--- config.mk ---
export PLATFORM = sky130hd
export DESIGN_NAME = vga_timing_gen
export DESIGN_NICKNAME = d
export VERILOG_FILES = /design/src/rtl/vga_timing_gen.sv
export SDC_FILE = /design/constraint.sdc
export NUM_CORES = 1
export LEC_CHECK = 0
export ABC_AREA = 1
export CAP_MARGIN = 25
export CORE_MARGIN = 2
export CORE_UTILIZATION = 49
export DETAILED_ROUTE_END_ITERATION = 6
export PLACE_DENSITY = 0.79
export SYNTH_ARGS = -nofsm -noshare
export SYNTH_HDL_FRONTEND = slang
export SYNTH_SLANG_ARGS = --single-unit
--- constraint.sdc ---
create_clock -name CLOCK_50 -period 1.84 [get_ports CLOCK_50]
set_input_delay 0.368 -clock CLOCK_50 [delete_from_list [all_inputs] [get_ports CLOCK_50]]
set_output_delay 0.368 -clock CLOCK_50 [all_outputs]
set_load 0.05 [all_outputs]
--- src/rtl/vga_timing_gen.sv ---
// 640x480@60 raster timing for the Pong core: pixel enable, counters, syncs,
// game strobes and the score blink, all registered on CLOCK_50.
module vga_timing_gen #(
    parameter int   H_ACTIVE     = 640,
    parameter int   H_FP         = 16,
    parameter int   H_SYNC       = 96,
    parameter int   H_BP         = 48,
    parameter int   V_ACTIVE     = 480,
    parameter int   V_FP         = 10,
    parameter int   V_SYNC       = 2,
    parameter int   V_BP         = 33,
    parameter logic HS_POL       = 1'b0,
    parameter logic VS_POL       = 1'b0,
    parameter int   BLINK_FRAMES = 30
) (
    input  logic       CLOCK_50,
    input  logic       RESET_N,
    output logic       pix_en,
    output logic [9:0] h_count,
    output logic [9:0] v_count,
    output logic       active,
    output logic       VGA_HS,
    output logic       VGA_VS,
    output logic       line_start,
    output logic       frame_start,
    output logic       game_tick,
    output logic       blink
);

    localparam int         H_TOTAL    = H_ACTIVE + H_FP + H_SYNC + H_BP;
    localparam int         V_TOTAL    = V_ACTIVE + V_FP + V_SYNC + V_BP;
    localparam logic [9:0] H_LAST     = 10'(H_TOTAL - 1);
    localparam logic [9:0] V_LAST     = 10'(V_TOTAL - 1);
    localparam logic [9:0] H_VIS      = 10'(H_ACTIVE);
    localparam logic [9:0] V_VIS      = 10'(V_ACTIVE);
    localparam logic [9:0] HS_FIRST   = 10'(H_ACTIVE + H_FP);
    localparam logic [9:0] HS_LAST    = 10'(H_ACTIVE + H_FP + H_SYNC - 1);
    localparam logic [9:0] VS_FIRST   = 10'(V_ACTIVE + V_FP);
    localparam logic [9:0] VS_LAST    = 10'(V_ACTIVE + V_FP + V_SYNC - 1);
    localparam logic [7:0] BLINK_LAST = 8'(BLINK_FRAMES - 1);

    logic [9:0] next_h_s;
    logic [9:0] next_v_s;
    logic       active_s;
    logic       hs_s;
    logic       vs_s;
    logic       line_start_s;
    logic       frame_start_s;
    logic       game_tick_s;
    logic [7:0] blink_cnt_r;
    logic [7:0] blink_cnt_s;
    logic       blink_s;

    // Next raster position and everything decoded from it, so outputs line up with the counters.
    always_comb begin
        next_h_s      = h_count;
        next_v_s      = v_count;
        blink_cnt_s   = blink_cnt_r;
        blink_s       = blink;
        if (pix_en) begin
            if (h_count == H_LAST) begin
                next_h_s = 10'd0;
                if (v_count == V_LAST) begin
                    next_v_s = 10'd0;
                end else begin
                    next_v_s = v_count + 10'd1;
                end
            end else begin
                next_h_s = h_count + 10'd1;
                next_v_s = v_count;
            end
        end else begin
            next_h_s = h_count;
            next_v_s = v_count;
        end

        active_s      = (next_h_s < H_VIS) && (next_v_s < V_VIS);
        hs_s          = ((next_h_s >= HS_FIRST) && (next_h_s <= HS_LAST)) ? HS_POL : ~HS_POL;
        vs_s          = ((next_v_s >= VS_FIRST) && (next_v_s <= VS_LAST)) ? VS_POL : ~VS_POL;
        // Strobes only on the advancing edge, so they last one CLOCK_50 cycle.
        line_start_s  = pix_en && (next_h_s == 10'd0);
        frame_start_s = line_start_s && (next_v_s == 10'd0);
        game_tick_s   = line_start_s && (next_v_s == V_VIS);

        if (frame_start_s) begin
            if (blink_cnt_r == BLINK_LAST) begin
                blink_cnt_s = 8'd0;
                blink_s     = ~blink;
            end else begin
                blink_cnt_s = blink_cnt_r + 8'd1;
                blink_s     = blink;
            end
        end else begin
            blink_cnt_s = blink_cnt_r;
            blink_s     = blink;
        end
    end

    // State and output registers with synchronous active-low reset.
    always_ff @(posedge CLOCK_50) begin
        if (!RESET_N) begin
            pix_en      <= 1'b0;
            h_count     <= H_LAST;
            v_count     <= V_LAST;
            active      <= 1'b0;
            VGA_HS      <= ~HS_POL;
            VGA_VS      <= ~VS_POL;
            line_start  <= 1'b0;
            frame_start <= 1'b0;
            game_tick   <= 1'b0;
            blink       <= 1'b0;
            blink_cnt_r <= 8'd0;
        end else begin
            pix_en      <= ~pix_en;
            h_count     <= next_h_s;
            v_count     <= next_v_s;
            active      <= active_s;
            VGA_HS      <= hs_s;
            VGA_VS      <= vs_s;
            line_start  <= line_start_s;
            frame_start <= frame_start_s;
            game_tick   <= game_tick_s;
            blink       <= blink_s;
            blink_cnt_r <= blink_cnt_s;
        end
    end

endmodule
==> run metrics, run 1 <==
clk buf depth=2; detailed-route vias per instance=5.18; Min Clock Period, post-route=2.17 ns; Initial Utilization=50.0%; Die ar.=4930 um^2; clock-pin transition on the worst setup and hold timing paths=0.08 ns; CTS tree=done; class of the most critical hold timing path=reg2reg; total design power=0.00251 W; width of the die=70.2 um; height of the die=70.2 um; count of final hold-check violations=0; final non-filler cell area=3190 um^2; number of standard cells after synthesis=330; data arrival time of the worst path=2.34 ns; CTS H-Tree Depth=2; CORE AREA=4290 um^2; number of rows in the core area=24; Netlist cell types=35; Max VDD drop=0.000520 V; beginning of the worst register-to-register path=h_count[1]$_SDFF_PN1_; Slew @ Worst Pin=0.513 ns; area added between synthesis and finish=48.7%; final setup margin=-0.327 ns; DP Area=2920 um^2; most frequently used cell type in the post-synthesis netlist=sky130_fd_sc_hd__nand2_1; via count of the first global-routing pass=2455; number of nets in the synthesized netlist=337; worst clock skew=0.0130 ns; Final HPWL DP=4.50 mm; combined global-route utilization of all metal layers=27.2%; total vias in the final route=2484; I/O pin cnt=30; length of the first detailed-routing pass in iterations=4; count of flip-flops with a built-in enable after synthesis=0; reg2reg setup slack=-0.33 ns; max-cap violations=0; largest registers=h_count (10), v_count (10), blink_cnt_r (8); syn_area_per_cell=6.51 um^2; type of the worst setup path=reg2reg; nets=435; cell types with the highest counts after synthesis=sky130_fd_sc_hd__nand2_1 (85), sky130_fd_sc_hd__nor2_1 (59), sky130_fd_sc_hd__inv_1 (44); DRT antenna net count=0; Period Utilization, post-route=118%; overflow left after global routing=0; FF+latch count, synth=36; share of async-settable or async-resettable flops after synthesis=0%; Slew Limit Fails=0; maximum fanout count along the critical path=7; average wire per cell in the routed design=13.4 um; Synth area leader=sky130_fd_sc_hd__dfxtp_1; number of design-rule violations left by the first detailed-router iteration=174; Worst R2R End=VGA_VS$_SDFF_PN1_; number of buffers inserted for hold repair after clock tree synthesis=0; sequential cell area fraction in the yosys report=33.6%; ratio of cells with drive above 1 in the final layout=38.8%; total of fill cells in the finished design=319; Slew HR=65.7%; number of diodes added for antenna fixing=0; Hold Crit Depth=2; Final Hold Slack=0.497 ns; data required time at the worst endpoint=2.01 ns; Inserted Clock Buffers=5; wire length of the first global-routing pass=10.7 mm; prevailing post-synth register cell=sky130_fd_sc_hd__dfxtp_1; startpoint types=flop; drt drc=0; cell area after synthesis=2150 um^2; initial antenna violation count=0; clock root cell=sky130_fd_sc_hd__clkbuf_8; count of warnings emitted by yosys=0; final RePlAce weighted congestion=0.954; leakage power figure=1.62 nW; highest attainable clock frequency=461 MHz; R2R depth=13; sort of element at the end of the critical path=flop; area share of the largest cell type after synthesis=33.6%; Hold Crit Start=blink_cnt_r[6]$_SDFFE_PN0P_; run status=finished with violations; clock latency reported for the late side of the worst-skew pair=0.30 ns; failing checks=setup timing; setup repair after global routing missed its margin=true; clock net sink count=36; endpoint of the worst hold path=blink_cnt_r[6]$_SDFFE_PN0P_; P per Cell Area=788 nW/um^2; final count of negative-setup-slack endpoints=13; maximum number of pins on one net before global-route repair=18; Routed Wire Length=6.43 mm; port bufs=29; main area contributors after synthesis=sky130_fd_sc_hd__dfxtp_1 (34%), sky130_fd_sc_hd__nand2_1 (15%), sky130_fd_sc_hd__nor2_1 (10%)
==> layer usage <==
metal | wire length [um] | global-route usage [%] | vias up
met2 | 3190 | 46.3 | 91
met5 | 0 | 0 | -
met3 | 378 | 6.06 | 19
met1 | 2670 | 32.6 | 1141
met4 | 195 | 12.6 | 0
li1 | - | - | 1233
==> worst max-delay path, cell delays in order, from the launching register on <==
cell and delay (ns):
sky130_fd_sc_hd__dfxtp_4 0.36, sky130_fd_sc_hd__ha_4 0.14, sky130_fd_sc_hd__nand2_4 0.07, sky130_fd_sc_hd__nor2_8 0.17
sky130_fd_sc_hd__nand2_1 0.09, sky130_fd_sc_hd__nor2_2 0.17, sky130_fd_sc_hd__nand3_1 0.11, sky130_fd_sc_hd__nand2_2 0.09
sky130_fd_sc_hd__nand2_1 0.06, sky130_fd_sc_hd__buf_4 0.13, sky130_fd_sc_hd__buf_4 0.14, sky130_fd_sc_hd__nor4_4 0.27
sky130_fd_sc_hd__buf_4 0.16, sky130_fd_sc_hd__nand3_1 0.06
==> area by class of cell <==
class	instances	area (um^2)	area share, %
Inverter	49	189	5.92
Multi-Input combinational cell	241	1360	42.6
Sequential cell	36	753	23.6
Clock buffer	7	96.3	3.02
Timing Repair Buffer	95	728	22.8
Tap cell	52	65.1	2.04
==> power by group <==
part	internal (W)	total (W)	switching, W
Sequential	0.000826	0.000864	0.0000382
Clock	0.000333	0.000616	0.000283
Combinational	0.000407	0.00103	0.000628
Total	0.00157	0.00251	0.000949
==> repair_timing <==
| item | 4_1_cts | 5_1_grt |
|---|---|---|
| resized for setup | 14 | 17 |
| pin swaps | 5 | 6 |
| endpoints found under the setup margin | 15 | 15 |
| gates cloned | 1 | 0 |
| setup buffers | 3 | 5 |
==> cells in the final DEF, fill, tap and decap left out, drive strengths merged <==
| master | count |
|---|---|
| nand2 | 91 |
| buf | 89 |
| nor2 | 66 |
| inv | 48 |
| dfxtp | 36 |
| nand3 | 34 |
| nand4 | 9 |
| o21ai | 9 |
| clkbuf | 7 |
| nor3 | 6 |
| clkdlybuf4s50 | 6 |
| a21oi | 6 |
| ha | 5 |
| xor2 | 4 |
| nor3b | 2 |
| xnor2 | 1 |
| o22ai | 1 |
| nand3b | 1 |
| o21bai | 1 |
| clkinv | 1 |
| nor4b | 1 |
| o21a | 1 |
| nor4 | 1 |
| o2111ai | 1 |
| and3 | 1 |
==> logic make-up (layout without fill, tap and decap cells) <==
family / after synthesis / in the layout / share of synthesized area [%]
flip-flops: 36 / 36 / 33.6
buffers and inverters: 54 / 151 / 9.85
adder cells (fa/ha/maj): 5 / 5 / 2.91
XOR/XNOR: 5 / 5 / 2.04
AO/OA/AOI/OAI: 19 / 19 / 5.07
AND/OR/NAND/NOR: 211 / 212 / 46.6
==> how the worst max path moves through the flow <==
stage,from,to,depth (start not counted)
5_1_grt,v_count[0]$_SDFF_PN0_,blink$_SDFFE_PN0P_,16
6_report,h_count[1]$_SDFF_PN1_,VGA_VS$_SDFF_PN1_,13
3_5_place_dp,h_count[1]$_SDFF_PN1_,blink_cnt_r[5]$_SDFFE_PN0P_,14
3_3_place_gp,h_count[1]$_SDFF_PN1_,blink_cnt_r[7]$_SDFFE_PN0P_,14
2_1_floorplan,h_count[1]$_SDFF_PN1_,blink_cnt_r[2]$_SDFFE_PN0P_,14
4_1_cts,v_count[0]$_SDFF_PN0_,blink_cnt_r[1]$_SDFFE_PN0P_,18
==> through the flow <==
stage	std cells	TNS (ns)	util, %	setup WS, ns
floorplan	330	-2.02	-	-0.218
global placement	464	-2.25	67.9	-0.222
detailed placement	464	-2.63	67.9	-0.262
CTS	475	-2.18	72.1	-0.210
global route	480	-5.31	74.3	-0.441
finish	480	-3.27	74.3	-0.327
No activity file was read; power rests on OpenSTA's default activity.
==> run 2: changes to the inputs <==
--- a/config.mk
+++ b/config.mk
@@ -11,2 +11,3 @@
 export CORE_UTILIZATION = 49
+export CTS_CLUSTER_DIAMETER = 150
 export DETAILED_ROUTE_END_ITERATION = 6
--- a/constraint.sdc
+++ b/constraint.sdc
@@ -3,2 +3,2 @@
 set_output_delay 0.368 -clock CLOCK_50 [all_outputs]
-set_load 0.05 [all_outputs]
+set_load 0.02 [all_outputs]
==> run 2 against run 1 <==
The flow still finishes with violations (setup timing); fmax is 0.12% higher; sequential share of layout area is 0.75 points lower; global-route usage is 2.2 points lower; register-to-register slack hardly changed; sequential power is 0.8% lower; clock skew is 0.0085 ns lower; core utilization is 0.90 points higher; die area stayed put; critical path depth is 1 higher; critical path type unchanged.
==> run metrics, run 2 (synthesis results as in run 1) <==
clock latency reported for the late side of the worst-skew pair=0.29 ns (about the same); final RePlAce weighted congestion=0.893 (-6.4%); maximum number of pins on one net before global-route repair=18 (unchanged); number of rows in the core area=24 (unchanged); slowest cell on the critical path=sky130_fd_sc_hd__dfxtp_4; P per Cell Area=737 nW/um^2 (-6.5%); CTS tree=done; slowest stage delay, CP=0.36 ns (about the same); clk buf depth=2 (unchanged); failing checks=setup timing; Worst Setup Slack post-DPL=-0.260 ns (+0.00204 ns); average wire per cell in the routed design=13.0 um (-2.7%); Final HPWL DP=4.53 mm (+0.82%); area added between synthesis and finish=50.5%; leakage power figure=1.63 nW (+0.33%); max-cap violations=0 (unchanged); highest attainable clock frequency=462 MHz (+0.12%); clock net sink count=36 (unchanged); Slew Limit Fails=0 (unchanged); maximum fanout count along the critical path=7 (unchanged); flip-flop and latch area=738 um^2 (-2.0%); width of the die=70.2 um (unchanged); CTS H-Tree Depth=2 (unchanged); Initial Utilization=50.0% (unchanged); length of the first detailed-routing pass in iterations=5 (+1); number of buffers inserted for hold repair after clock tree synthesis=0 (unchanged); worst clock skew=0.00446 ns (-0.00850 ns); total vias in the final route=2495 (+0.44%); run status=finished with violations; data arrival time of the worst path=2.35 ns (about the same); Routed Wire Length=6.31 mm (-1.9%); commonest cells after routing, fill and taps aside=sky130_fd_sc_hd__nand2_1 (78), sky130_fd_sc_hd__buf_4 (68), sky130_fd_sc_hd__nor2_1 (50); sort of element at the end of the critical path=flop; nets=438 (+0.69%); number of diodes added for antenna fixing=0 (unchanged); clock-pin transition on the worst setup and hold timing paths=0.08 ns (about the same); type of the worst setup path=reg2reg; CORE AREA=4290 um^2 (unchanged); height of the die=70.2 um (unchanged); final non-filler cell area=3230 um^2 (+1.2%); initial antenna violation count=0 (unchanged); Die ar.=4930 um^2 (unchanged); final setup margin=-0.324 ns (+0.00254 ns); class of the most critical hold timing path=reg2reg; total design power=0.00238 W (-5.4%); port bufs=29 (unchanged); drt drc=0 (unchanged); Hold Crit Depth=2 (unchanged); area of the multi-input gates=1330 um^2 (-2.0%); count of final hold-check violations=0 (unchanged); final count of negative-setup-slack endpoints=14 (+1); overflow left after global routing=0 (unchanged); via count of the first global-routing pass=2246 (-8.5%); most common cell after layout, fill and taps aside=sky130_fd_sc_hd__nand2_1; cells along the critical path=ha_4 > nand2_4 > nor2_8 > nand3_4 > nor2_4 > o21ai_2 > nand2_1 > nand2_1 > nor2_2 > nand2_2 > nor2_4 > nand2_4 > o21ai_1 > nor2_1; Min Clock Period, post-route=2.16 ns (-0.00254 ns); setup repair after global routing missed its margin=true; Slew HR=72.4% (+6.7 points); total of fill cells in the finished design=324 (+1.6%); Max VDD drop=0.000432 V (-17%); Slew @ Worst Pin=0.413 ns (-0.0994 ns); largest registers=h_count (10), v_count (10), blink_cnt_r (8); wire length of the first global-routing pass=9.89 mm (-7.8%); combined global-route utilization of all metal layers=25.1% (-2.2 points); ratio of cells with drive above 1 in the final layout=30.6% (-8.2 points); I/O pin cnt=30 (unchanged); R2R depth=14 (+1); DRT antenna net count=0 (unchanged); data required time at the worst endpoint=2.03 ns (+0.02 ns); Inserted Clock Buffers=5 (unchanged); DP Area=2990 um^2 (+2.3%); clock root cell=sky130_fd_sc_hd__clkbuf_8; number of design-rule violations left by the first detailed-router iteration=144 (-17%); Period Utilization, post-route=118% (-0.14 points); detailed-route vias per instance=5.15 (-0.39%); startpoint types=flop
[run 2: cell count changes in the layout (fill, tap and decap cells not counted), moves of 2 or more]
cell	delta
sky130_fd_sc_hd__nor2_2	-5
sky130_fd_sc_hd__dlymetal6s2s_1	+2
sky130_fd_sc_hd__clkdlybuf4s50_1	+21
sky130_fd_sc_hd__dfxtp_4	-2
sky130_fd_sc_hd__buf_4	-21
sky130_fd_sc_hd__nor2_1	+6
sky130_fd_sc_hd__dfxtp_1	+8
sky130_fd_sc_hd__clkbuf_8	-2
sky130_fd_sc_hd__dfxtp_2	-6
[run 2: power breakdown]
group          internal [W]  switching [W]  leakage [nW]
sequential         0.000822      0.0000346         0.294
combinational      0.000417       0.000531          1.29
clock              0.000269       0.000306        0.0414
total               0.00151       0.000871          1.63
[run 2: critical path, delay by kind of cell (launching register included)]
kind	cells	cell delay (ns)
fa+ha+maj	1	0.14
flops	1	0.36
compound gates	2	0.23
simple gates	11	1.33
[run 2: path summary, 6_finish.rpt]
path,from,end,slack (ns)
max,h_count[1]$_SDFF_PN1_,blink_cnt_r[5]$_SDFFE_PN0P_,-0.32
min,blink_cnt_r[6]$_SDFFE_PN0P_,blink_cnt_r[6]$_SDFFE_PN0P_,0.49
max reg2reg,h_count[1]$_SDFF_PN1_,blink_cnt_r[5]$_SDFFE_PN0P_,-0.32
min reg2reg,blink_cnt_r[6]$_SDFFE_PN0P_,blink_cnt_r[6]$_SDFFE_PN0P_,0.49
[run 2: metal layers]
layer  track usage, %  wire [um]  vias up
met5                0          0        -
met4             6.20        112        0
met3             4.47        342       12
met2             42.2       3120       94
met1             33.3       2730     1146
li1                 -          -     1243
[run 2: per-stage QoR]
| step | setup TNS (ns) | std cells | hold WS, ns | util, % |
|---|---|---|---|---|
| global placement | -2.33 | 469 | 0.465 | 69.5 |
| global route | -5.50 | 484 | 0.528 | 75.2 |
| finish | -3.68 | 484 | 0.485 | 75.2 |
| CTS | -2.49 | 483 | 0.487 | 73.8 |
| floorplan | -1.04 | 330 | 0.445 | - |
| detailed placement | -2.79 | 469 | 0.475 | 69.5 |
[run 2: final cells by class]
cell class,count,share of cell area [%]
Multi-Input combinational cell,241,41.2
Inverter,49,5.85
Clock buffer,6,2.25
Clock inverter,2,0.503
Tap cell,52,2.01
Sequential cell,36,22.9
Timing Repair Buffer,98,25.3
[run 2: timing repair]
item / 4_1_cts / 5_1_grt
gates resized for setup: 15 / 18
setup endpoints to repair: 16 / 18
cloned: 1 / 0
setup buffers: 5 / 1
pin swaps: 8 / 7
==> RTL change 1 (flow settings as in run 2) <==
Reset style: asynchronous (`RESET_N`), changed in one clocked block. Comments in the files are not updated.
--- a/src/rtl/vga_timing_gen.sv
+++ b/src/rtl/vga_timing_gen.sv
@@ -98,5 +98,5 @@
 
     // State and output registers with synchronous active-low reset.
-    always_ff @(posedge CLOCK_50) begin
+    always_ff @(posedge CLOCK_50 or negedge RESET_N) begin
         if (!RESET_N) begin
             pix_en      <= 1'b0;
Behaviour: differs if RESET_N is asserted again (counterexample within 4 cycles, from zero or initial values and one cycle with RESET_N low); with RESET_N held inactive, the same outputs for 10 cycles.
==> RTL change 1 against run 2 <==
Routed wire length increased by 5.1%; area after synthesis is 2.6% higher; utilization rose by 1.9 points; synthesized cell count fell by 13%; final area grew 3.9%; first-iteration DRC count increased by 120%; critical path type unchanged; the run still ends with negative setup slack left; sequential cell count unchanged; worst hold slack improved by 0.0056 ns; setup slack got worse by 0.072 ns; critical path depth unchanged.
Power is not compared: it rests on default switching activity, and its combinational part moved more than twofold at a synthesized area within 25%.
==> RTL change 1: results (changes against run 2) <==
The largest stage delay on the critical path came out at 0.56 ns (was 0.36 ns). The parity-gate share of the synthesized area counting xor and xnor cells works out to 3.58% (was 2.04%). The class of the tightest hold or removal check was in2async (was reg2reg). The detailed-route wire length was 6.63 mm (was 6.31 mm). For the first-pass iteration count of the detailed router, the log shows 7 (was 5). The number of cells upsized or downsized after cts was 40 (was 15).

Failing checks: negative setup slack (unchanged). The half-perimeter wire length after detailed placement came out at 3.97 mm (was 4.53 mm). The final setup violation count was 14 (unchanged). The via count of the first global-routing pass was 2159 (was 2246). The run gives 37 (was 35) as the count of different cell masters after synthesis. Cell types occupying the most area after synthesis: sky130_fd_sc_hd__dfrtp_1 (27%), sky130_fd_sc_hd__dfstp_2 (14%), sky130_fd_sc_hd__nand2_1 (13%), sky130_fd_sc_hd__inv_1 (7.3%), sky130_fd_sc_hd__nand3_1 (6.1%) (was sky130_fd_sc_hd__dfxtp_1 (34%), sky130_fd_sc_hd__nand2_1 (15%), sky130_fd_sc_hd__nor2_1 (10%), sky130_fd_sc_hd__inv_1 (7.7%), sky130_fd_sc_hd__nand3_1 (7.7%)). Largest fanout on the critical path: 8 (was 7). The global routing met3 resource utilization is 4.99% (was 4.47%), and the setup TNS is -4.84 ns (was -3.68 ns).

The detailed route wirelength on metal2 is 3.34 mm (was 3.12 mm). For the maximum number of pins on one net before global-route repair, the log shows 37 (was 18). The post-layout net count was 398 (was 438); the vias per cell was 5.38 (was 5.15). The tools report the total global routing track utilization as 24.8% (was 25.1%).

For the DRC violation total after the first TritonRoute iteration, the log shows 323 (was 144). The adder and majority gate portion of the synthesized area is 2.84% (was 2.91%). Top cells by instance count after synthesis: sky130_fd_sc_hd__nand2_1 (78), sky130_fd_sc_hd__inv_1 (43), sky130_fd_sc_hd__nand3_1 (27) (was sky130_fd_sc_hd__nand2_1 (85), sky130_fd_sc_hd__nor2_1 (59), sky130_fd_sc_hd__inv_1 (44)). The worst-path cell with the longest stage delay was sky130_fd_sc_hd__dfstp_2 (was sky130_fd_sc_hd__dfxtp_4). The share of synthesized area occupied by flip-flops and latches was 41.6% (was 33.6%). The flow ran to the end, but the final reports show violations. The share of flip-flops with an asynchronous set or reset is 100% (was 0%).

The tools report the worst setup margin as -0.396 ns (was -0.324 ns). For the met1 routing resource usage after global routing, the log shows 30.2% (was 33.3%). Final RePlAce weighted congestion: 0.932 (was 0.893). The tools report the number of nets in the synthesized netlist as 295 (was 337). The ratio of cells with drive above 1 in the final layout is 40.9% (was 30.6%), and the met3 wire length is 377 um (was 342 um). The run gives 0.0121 ns (was 0.00446 ns) as the worst clock skew. The run gives 2.60 mm (was 2.73 mm) as the routed metal-1 wire length.

The arrival time of the worst setup path was 2.43 ns (was 2.35 ns); the post-synthesis compound-gate area fraction was 4.71% (was 5.07%). Met2 demand-to-capacity share in global routing: 42.9% (was 42.2%). Pre-CTS setup slack: -0.377 ns (was -0.260 ns).

The synthesized area per cell is 7.65 sq um (was 6.51 sq um), and the tightest slew margin relative to the limit is 68.8% (was 72.4%).
## RTL change 1: changes by cell type after synthesis, moves of 5 or more
cell / run 2 / this run
sky130_fd_sc_hd__nand3_1: 33 / 27
sky130_fd_sc_hd__dfrtp_1: 0 / 24
sky130_fd_sc_hd__nand2_1: 85 / 78
sky130_fd_sc_hd__o21ai_2: 1 / 6
sky130_fd_sc_hd__o21ai_1: 6 / 1
sky130_fd_sc_hd__dfstp_2: 0 / 12
sky130_fd_sc_hd__dfxtp_1: 36 / 0
sky130_fd_sc_hd__nor2_1: 59 / 26
## RTL change 1: final timing paths
| path | from | endpoint | slack (ns) | cells past startpoint |
|---|---|---|---|---|
| min in group CLOCK_50 | blink_cnt_r[7]$_DFFE_PN0P_ | blink_cnt_r[7]$_DFFE_PN0P_ | 0.52 | 2 |
| max reg2reg | h_count[1]$_DFF_PN1_ | blink_cnt_r[5]$_DFFE_PN0P_ | -0.40 | 14 |
| min | RESET_N | line_start$_DFF_PN0_ | 0.49 | 2 |
| max in group asynchronous | RESET_N | v_count[3]$_DFF_PN1_ | 1.00 | 2 |
| max | h_count[1]$_DFF_PN1_ | blink_cnt_r[5]$_DFFE_PN0P_ | -0.40 | 14 |
| min reg2reg | blink_cnt_r[7]$_DFFE_PN0P_ | blink_cnt_r[7]$_DFFE_PN0P_ | 0.52 | 2 |
## RTL change 1: where the power goes
group | total [mW] | switching, mW | internal, mW
sequential | 0.792 | 0 | 0.792
clock | 0.638 | 0.304 | 0.334
combinational | 0.0186 | 0.0153 | 0.00324
## RTL change 1: per-stage QoR
step,std cells,hold WS [ns],area [sq um],utilization [%]
after floorplan,288,0.0724,2240,-
after global placement,423,0.505,2990,68.8
after detailed placement,423,0.511,2990,68.8
after CTS,436,0.509,3220,73.9
after global routing,443,0.532,3360,77.1
final,443,0.491,3360,77.1
## RTL change 1: layout make-up
cell class	instances	area [sq um]
sequential	36	917
tap	52	65.1
multi-input combinational	200	1260
fill	270	997
clock buffer	7	96.3
inverter	49	194
timing repair buffer	99	822
## RTL change 1: worst register-to-register path, stage by stage (launching register included)
cell and delay [ns]:
sky130_fd_sc_hd__dfstp_2 0.56, sky130_fd_sc_hd__ha_4 0.15, sky130_fd_sc_hd__nand2_4 0.06, sky130_fd_sc_hd__nor2_4 0.15
sky130_fd_sc_hd__nand3_4 0.14, sky130_fd_sc_hd__clkinv_4 0.12, sky130_fd_sc_hd__nand3_1 0.11, sky130_fd_sc_hd__nand2_2 0.10
sky130_fd_sc_hd__nand2_1 0.07, sky130_fd_sc_hd__inv_2 0.07, sky130_fd_sc_hd__nand3_4 0.09, sky130_fd_sc_hd__nor2_4 0.25
sky130_fd_sc_hd__nand2_4 0.15, sky130_fd_sc_hd__nand2_2 0.09, sky130_fd_sc_hd__o21ai_2 0.05
==> RTL change 2 (config.mk and constraints of run 2) <==
Made on the original files. `HS_POL`: 1'b0 -> 1'b1.
--- a/src/rtl/vga_timing_gen.sv
+++ b/src/rtl/vga_timing_gen.sv
@@ -10,5 +10,5 @@
     parameter int   V_SYNC       = 2,
     parameter int   V_BP         = 33,
-    parameter logic HS_POL       = 1'b0,
+    parameter logic HS_POL       = 1'b1,
     parameter logic VS_POL       = 1'b0,
     parameter int   BLINK_FRAMES = 30
Check against the original RTL: not equivalent (a bounded check fails within 4 cycles, from zero or initial values and one cycle with RESET_N low).
==> RTL change 2 against run 2 <==
The run still ends with negative setup slack left; largest cell class unchanged; area after synthesis increased by 6.5%; critical path type unchanged; sequential cell count did not move; routed wire length rose by 25%; fmax hardly changed; final area grew 7.7%; critical endpoint is now blink_cnt_r[6]$_SDFFE_PN0P_; total power up 25%; setup slack about the same; non-clock buffer count down 2; sequential power is 5.0% higher.
==> RTL change 2: results (changes against run 2) <==
The logs give 277 (was 241) for the count of multi-input gates and 900 uW (was 857 uW) for the sequential power. For the via count of the first global-routing pass, the log shows 2599 (was 2246). The post-layout net count came out at 472 (was 438). The origin of the worst min-delay path was blink_cnt_r[3]$_SDFFE_PN0P_ (was blink_cnt_r[6]$_SDFFE_PN0P_). The parity-gate share of the synthesized area counting xor and xnor cells was 1.91% (was 2.04%); the met2 demand-to-capacity share in global routing was 47.5% (was 42.2%).

The number of buffers outside the clock class in the layout is 96 (was 98). Launch point of the worst reg-to-reg path: v_count[1]$_SDFF_PN0_ (was h_count[1]$_SDFF_PN1_). The run finished, with violations left. The maximum number of pins on one net before global-route repair was 13 (was 18). The cell area power density was 855 mW/mm^2 (was 737 mW/mm^2); the pre-CTS setup slack was -0.242 ns (was -0.260 ns).

The met3 wire length came out at 687 um (was 342 um). The logs give 6.25% (was 4.47%) for the global routing met3 resource utilization and 31.5% (was 33.6%) for the share of synthesized area occupied by flip-flops and latches. Ratio of cells with drive above 1 in the final layout: 33.5% (was 30.6%). Failing checks: negative setup slack (unchanged).

The met1 routing resource usage after global routing was 35.6% (was 33.3%); the worst setup margin was -0.325 ns (was -0.324 ns). The run gives 285 (was 324) as the number of fillers in the final layout. Logic gate share of total power: 47.0% (was 39.8%).

The final-layout worst hold slack was 0.527 ns (was 0.485 ns); the first-pass GRT wire length was 11.7 mm (was 9.89 mm). The synthesized area per cell was 6.23 sq um (was 6.51 sq um); the final setup violation count was 13 (was 14). The detail-routed net length per standard cell was 15.2 um (was 13.0 um).

Cell types occupying the most area after synthesis: sky130_fd_sc_hd__dfxtp_1 (32%), sky130_fd_sc_hd__nand2_1 (18%), sky130_fd_sc_hd__nor2_1 (10%), sky130_fd_sc_hd__nand3_1 (8.1%), sky130_fd_sc_hd__inv_1 (7.5%) (was sky130_fd_sc_hd__dfxtp_1 (34%), sky130_fd_sc_hd__nand2_1 (15%), sky130_fd_sc_hd__nor2_1 (10%), sky130_fd_sc_hd__inv_1 (7.7%), sky130_fd_sc_hd__nand3_1 (7.7%)). The tools report the setup TNS as -3.43 ns (was -3.68 ns). The tools report the static leakage as 1.76 nW (was 1.63 nW). Top cells by instance count after synthesis: sky130_fd_sc_hd__nand2_1 (111), sky130_fd_sc_hd__nor2_1 (63), sky130_fd_sc_hd__inv_1 (46) (was sky130_fd_sc_hd__nand2_1 (85), sky130_fd_sc_hd__nor2_1 (59), sky130_fd_sc_hd__inv_1 (44)). The maximum vdd ir drop came out at 672 uV (was 432 uV).

The logs give 28.3% (was 25.1%) for the total global routing track utilization and 1.79 mW (was 1.51 mW) for the total internal power.
-- RTL change 2: changes by cell type after synthesis, moves of 3 or more --
| cell | run 2 | this run |
|---|---|---|
| sky130_fd_sc_hd__nand3_1 | 33 | 37 |
| sky130_fd_sc_hd__nor2_2 | 1 | 6 |
| sky130_fd_sc_hd__nor2_1 | 59 | 63 |
| sky130_fd_sc_hd__nand3_2 | 0 | 4 |
| sky130_fd_sc_hd__a21oi_1 | 6 | 2 |
| sky130_fd_sc_hd__inv_2 | 4 | 1 |
| sky130_fd_sc_hd__o21ai_0 | 2 | 6 |
| sky130_fd_sc_hd__nand2_1 | 85 | 111 |
-- RTL change 2: worst register-to-register path: cells and delay by family, from the launching register on --
kind	cells	cell delay (ns)
buffers and inverters	1	0.11
and+or+nand+nor	13	1.61
DFF	1	0.38
-- RTL change 2: what timing repair did --
item,4_1_cts,5_1_grt
setup buffers,4,4
pin swaps,8,11
cloned,1,0
resized for setup,25,34
endpoints found under the setup margin,15,17
